==> src/rtl/coin_input_conditioner.sv <==
// Coin key front end: synchronise and debounce two active-low keys, then arbitrate accepted presses
// into mutually exclusive one-cycle pulses. Optional saturating pulse tallies under `COIN_TALLY_EN.
module coin_input_conditioner #(
    parameter int unsigned CNT_MAX = 20'd1_000_000,
    parameter int unsigned CNT_W   = 20
) (
    input  logic       sys_clk,
    input  logic       sys_rst_n,
    input  logic       key_one_n,
    input  logic       key_half_n,
    input  logic       lock,
    output logic       pOne,
    output logic       pHalf,
    output logic [7:0] tally_one,
    output logic [7:0] tally_half
);

    localparam logic [CNT_W-1:0] CNT_LAST = CNT_W'(CNT_MAX - 1);

    // Index 0 is the 1-yuan key, index 1 the 0.5-yuan key.
    logic [1:0]       key_n;
    logic [1:0]       s1_q, s1_d;
    logic [1:0]       s2_q, s2_d;
    logic [1:0]       stable_q, stable_d;
    logic [1:0]       ev_q, ev_d;
    logic [CNT_W-1:0] cnt_q [2];
    logic [CNT_W-1:0] cnt_d [2];
    logic             pend_one_q, pend_one_d;
    logic             pend_half_q, pend_half_d;
    logic             p_one_q, p_one_d;
    logic             p_half_q, p_half_d;

    assign key_n = {key_half_n, key_one_n};
    assign s1_d  = key_n;
    assign s2_d  = s1_q;

    // ev_d marks the cycle in which stable is about to fall; it is registered before arbitration.
    always_comb begin
        for (int i = 0; i < 2; i++) begin
            stable_d[i] = stable_q[i];
            cnt_d[i]    = '0;
            ev_d[i]     = 1'b0;
            if (s2_q[i] != stable_q[i]) begin
                if (cnt_q[i] == CNT_LAST) begin
                    stable_d[i] = s2_q[i];
                    ev_d[i]     = stable_q[i];
                end else begin
                    cnt_d[i] = cnt_q[i] + 1'b1;
                end
            end
        end
    end

    // Fixed priority: pend_one, pend_half, ev_one, ev_half; each losing new event becomes pending.
    always_comb begin
        pend_one_d  = pend_one_q;
        pend_half_d = pend_half_q;
        p_one_d     = 1'b0;
        p_half_d    = 1'b0;
        if (lock) begin
            pend_one_d  = 1'b0;
            pend_half_d = 1'b0;
        end else if (pend_one_q) begin
            p_one_d     = 1'b1;
            pend_one_d  = ev_q[0];
            pend_half_d = pend_half_q | ev_q[1];
        end else if (pend_half_q) begin
            p_half_d    = 1'b1;
            pend_half_d = ev_q[1];
            pend_one_d  = ev_q[0];
        end else if (ev_q[0]) begin
            p_one_d     = 1'b1;
            pend_half_d = ev_q[1];
        end else if (ev_q[1]) begin
            p_half_d    = 1'b1;
        end
    end

    always_ff @(posedge sys_clk or negedge sys_rst_n) begin
        if (!sys_rst_n) begin
            s1_q        <= 2'b11;
            s2_q        <= 2'b11;
            stable_q    <= 2'b11;
            cnt_q[0]    <= '0;
            cnt_q[1]    <= '0;
            ev_q        <= 2'b00;
            pend_one_q  <= 1'b0;
            pend_half_q <= 1'b0;
            p_one_q     <= 1'b0;
            p_half_q    <= 1'b0;
        end else begin
            s1_q        <= s1_d;
            s2_q        <= s2_d;
            stable_q    <= stable_d;
            cnt_q[0]    <= cnt_d[0];
            cnt_q[1]    <= cnt_d[1];
            ev_q        <= ev_d;
            pend_one_q  <= pend_one_d;
            pend_half_q <= pend_half_d;
            p_one_q     <= p_one_d;
            p_half_q    <= p_half_d;
        end
    end

    assign pOne  = p_one_q;
    assign pHalf = p_half_q;

`ifdef COIN_TALLY_EN
    logic [7:0] tally_one_q, tally_one_d;
    logic [7:0] tally_half_q, tally_half_d;

    // Counts advance on the same edge that registers the pulse and hold at 255.
    always_comb begin
        tally_one_d  = tally_one_q;
        tally_half_d = tally_half_q;
        if (p_one_d && (tally_one_q != 8'd255)) begin
            tally_one_d = tally_one_q + 8'd1;
        end
        if (p_half_d && (tally_half_q != 8'd255)) begin
            tally_half_d = tally_half_q + 8'd1;
        end
    end

    always_ff @(posedge sys_clk or negedge sys_rst_n) begin
        if (!sys_rst_n) begin
            tally_one_q  <= 8'd0;
            tally_half_q <= 8'd0;
        end else begin
            tally_one_q  <= tally_one_d;
            tally_half_q <= tally_half_d;
        end
    end

    assign tally_one  = tally_one_q;
    assign tally_half = tally_half_q;
`else
    assign tally_one  = 8'd0;
    assign tally_half = 8'd0;
`endif

endmodule

==> config.mk <==
export PLATFORM = sky130hd
export DESIGN_NAME = coin_input_conditioner
export DESIGN_NICKNAME = d
export VERILOG_FILES = /design/src/rtl/coin_input_conditioner.sv
export SDC_FILE = /design/constraint.sdc
export NUM_CORES = 1
export LEC_CHECK = 0
export ABC_AREA = 1
export BUFFER_PORTS_ARGS = -buffer_cell sky130_fd_sc_hd__buf_2
export CORE_MARGIN = 2
export CORE_UTILIZATION = 54
export DETAILED_ROUTE_END_ITERATION = 10
export PLACE_DENSITY = 0.77
export SYNTH_ARGS = -nofsm -noshare
export SYNTH_HDL_FRONTEND = slang
export SYNTH_SLANG_ARGS = --single-unit
==> constraint.sdc <==
create_clock -name sys_clk -period 1.2 [get_ports sys_clk]
set_input_delay 0.12 -clock sys_clk [delete_from_list [all_inputs] [get_ports sys_clk]]
set_output_delay 0.12 -clock sys_clk [all_outputs]
set_load 0.01 [all_outputs]
# ---- Word-level counts from Yosys, hierarchy flattened
# Index checks and enable logic that the tools add are counted.
dict set report word_totals {
  inputBits 5
  elab_cells 44
  reg_bits 52
  output_inout_bits 18
}
dict set report op_classes {
  bitwise 1
  muxes 24
  n_eq_ne 4
  n_reduce_logical 2
  n_addsub 2
}
# op n
set ops {}
lappend ops {{$mux W20} 4}
lappend ops {{$add A20 B1 Y20 const B} 2}
lappend ops {{$eq A20 B20 Y1 const B} 2}
lappend ops {{$mux W1} 20}
lappend ops {{$reduce_and A2 Y1} 2}
lappend ops {{$ne A1 B1 Y1} 2}
lappend ops {{$or A1 B1 Y1} 1}

# ---- Depth between registers and ports, before layout
dict set report logic_depth {
  depth_word 5
  depth_mapped 9
  depth_no_buf 9
}

# ---- Least setup slack after synthesis
# Ideal clock, no wire load.
dict set report synth_timing {
  path_type {register -> register}
  startpoint {register s2_q[0]}
  endpoint {register cnt_q[28] in the netlist's numbering}
  setup_time_ns 0.080
  arrival_ns 1.193
  period_less_slack_ns 1.273
  t_required_ns 1.120
  n_path_buf 0
  path_slack_ns -0.073
  path_stages_with_launch 4
  cell_sequence {dfstp_2 -> xor2_1 -> inv_2 -> nor3b_2}
}
# item line_no
set synth_lines {}
lappend synth_lines {{start: declaration} 23} ;# logic [1:0] s2_q, s2_d;
lappend synth_lines {{start signal: assignment} 82} ;# s2_q <= 2'b11;
lappend synth_lines {{start signal: assignment} 93} ;# s2_q <= s2_d;
lappend synth_lines {{end: declaration} 26} ;# logic [CNT_W-1:0] cnt_q [2];

==> flow_summary.toml <==
[outcome]
status = "finished with violations"
failed_checks = "negative setup slack"

[power_and_ir_drop]
p_int_w = 0.00252
power.density_nw_per_um2 = 791
seq_power_share_pct = 54.1
combPwrFrac_pct = 7.6
peakVddDrop_mv = 0.661
p_sw_share_pct = 24.7
p_sw_w = 0.000826
p_leak_nw = 1.85
p_total_w = 0.00334
clkPwrFrac_pct = 38.3

[route]
via_per_inst = 5.49
drt_pre_antenna_iters = 5
drt_drc_violations_left = 0
wl_per_cell_um = 17.7
dr_total_vias = 2899
drtIter0Drc = 250
routed_wl_um = 9350
postRouteAntennaNets = 0

[clock_network]
cts_tree = "yes"
clkLatencyLatePin_ps = 320
cts_root_buf = "clkbuf_8"
cts.sinks = 52
numCtsBuffers = 5
cts_buffer_depth = 2
htree_levels = 2
clkSlewWorstSetupHoldPaths_ps = 100

[die]
ios = 23
initial_core_util_pct = 55.5
fp-row-count = 26
die_x_um = 76.2
die_area_um2 = 5810
die_y_um = 76.2
core-area_um2 = 5070

[setup_path]
crit_required_ps = 1410
worstSetupEndpointType = "register"
path_class = "register to register"
crit_arrival_ps = 1680
cp-start-kind = "register"
cp_max_fo = 4

[grt]
grt.overflow.total = 0
track_usage_pct = 27.5
grt_pass1_vias = 2724
grt_antenna_before_repair = 0
grt_pass1_wl_um = 12700
grt_max_degree = 23

[logic_synthesis]
synth_edf_count = 0
synth_seq_cells = 52
syn_avg_cell_area_um2 = 7.82
yosysWarnings = 0
synth_most_common_cell = "nor2_1"
yosysSeqAreaShare_pct = 46.5
yosys-top-cells-area = "dfrtp_1 41%, nor2_1 11%, nand2_1 8.1%, dfstp_2 5.6%, inv_1 5.2%"
synthFlopType = "dfrtp_1"
yosys.area.top_type = "dfrtp_1"
async_reset_ff_share_pct = 100
yosys-top-cells-count = "82 x nor2_1, 61 x nand2_1, 46 x dfrtp_1"
synthDominantCellAreaShare_pct = 40.9
synth_cell_types = 27
synth_cells = 360
syn-cell-area_um2 = 2820

[sta]
finalWorstSetupSlack_ps = -269
maxClockFrequency_mhz = 681
fin_crit_ps = 1470
period_share_pct = 122
final-hold-violation-count = 0
skew_ps = 9.25
grt_setup_unrepaired = "yes"
whs_ps = 237
setup_viol = 42
maxSlewViolCount = 0

[layout]
antennaDiodeCount = 0
areaGrowthSynthToFinish_pct = 50.1
fin_cells = 528
layout.nets = 464
final_layout_size_suffix_gt1_share_pct = 46.5

[placement]
hpwl_um = 4720
placed_cells = 489
place_congestion = 0.923
io_buffers = 6

[flow_run]
cap_violations = 0

[hold_path]
hp-class = "input port to asynchronous set/reset pin"
==> what timing repair did <==
| action | CTS | global route |
|---|---|---|
| gates cloned | 1 | 0 |
| setup buffers | 15 | 12 |
| pin swaps | 23 | 34 |
| resized for setup | 65 | 66 |
| endpoints found under the hold margin | 14 | 0 |
| hold buffers | 4 | 0 |
| endpoints found under the setup margin | 38 | 44 |
==> power groups by stage <==
stage	logic, W	clock network, W	registers [W]
floorplan	0.000120	0	0.00183
global placement	0.000169	0	0.00183
detailed placement	0.000173	0	0.00183
CTS	0.000213	0.00126	0.00180
global route	0.000276	0.00137	0.00181
finish	0.000254	0.00128	0.00181
==> flip-flops by register name (all words and copies together) (netlist names) <==
signal / cells
pend_half_q: 1
pHalf: 1
pend_one_q: 1
s1_q: 2
s2_q: 2
stable_q: 2
cnt_q: 40
ev_q: 2
pOne: 1
==> stage by stage <==
step	setup slack (ps)	instance area [um2]	util (%)	setup TNS, ps
2_1_floorplan	-45.4	2940	-	-520
3_3_place_gp	-119	3370	66.3	-2370
3_5_place_dp	-154	3370	66.3	-3270
4_1_cts	-150	3890	76.6	-2970
5_1_grt	-309	4230	83.3	-9970
6_report	-269	4230	83.3	-7450
==> logic make-up after synthesis <==
group	synth area share, %
buf+inv	9.91
fa+ha+maj	0.888
simple gates	32.4
other cells	0.133
compound gates	4.89
flops	46.5
xor+xnor	5.29
==> critical path, cell delays in order, from the launching register on <==
cell and delay (ps):
dfrtp_1 440, buf_6 130, nand2_4 50, nor2_4 200, nand2_4 110, nor2_4 150, xor2_1 200, nor2_2 70
==> placed cells by master, fill, tap and decap left out, types with 2 or more instances in the layout <==
| master | instances |
|---|---|
| dfrtp_1 | 42 |
| inv_4 | 3 |
| nand2_1 | 48 |
| o21ai_2 | 9 |
| dlygate4sd3_1 | 4 |
| nand2_8 | 3 |
| xnor2_2 | 2 |
| a21oi_1 | 7 |
| nor2_4 | 19 |
| inv_1 | 32 |
| buf_2 | 6 |
| conb_1 | 16 |
| nand2_2 | 14 |
| nor2_2 | 19 |
| nor3_2 | 4 |
| inv_2 | 6 |
| o21bai_1 | 3 |
| o21ai_0 | 3 |
| nand4_1 | 6 |
| xnor2_1 | 3 |
| nor3b_2 | 2 |
| nand3_2 | 9 |
| clkbuf_8 | 5 |
| buf_12 | 2 |
| dfrtp_2 | 4 |
| nor2_1 | 54 |
| nand2_4 | 4 |
| buf_4 | 68 |
| nand3_1 | 9 |
| dfstp_2 | 6 |
| nand3_4 | 8 |
| xor2_1 | 10 |
| buf_6 | 11 |
| nor3_1 | 5 |
==> final cells by class <==
type	count	area (um2)
clock buffers	6	72.6
clock inverters	2	38.8
fillers	266	848
inverters	41	161
multi-input cells	266	1810
flip-flops and latches	52	1310
well taps	70	87.6
repair buffers	91	744
==> metal layers <==
layer	track usage, %	up-vias	share of wire [%]
li1	-	1299	-
met1	33.4	1401	38
met2	49.1	147	53
met3	3.79	52	5.0
met4	11.1	0	4.7
met5	0	-	0
==> final timing paths <==
| check | cells past startpoint | from | slack [ps] | end |
|---|---|---|---|---|
| worst max-delay path | 7 | cnt_q[21] | -270 | cnt_q[29] |
| worst min-delay path | 2 | sys_rst_n | 240 | cnt_q[35] |
| worst max register to register | 7 | cnt_q[21] | -270 | cnt_q[29] |
| worst min register to register | 0 | s1_q[0] | 360 | s2_q[0] |
| max in group asynchronous | 3 | sys_rst_n | 430 | s1_q[0] |
| min in group sys_clk | 0 | s1_q[0] | 360 | s2_q[0] |
Note: power is estimated with default switching activity, not from simulation.
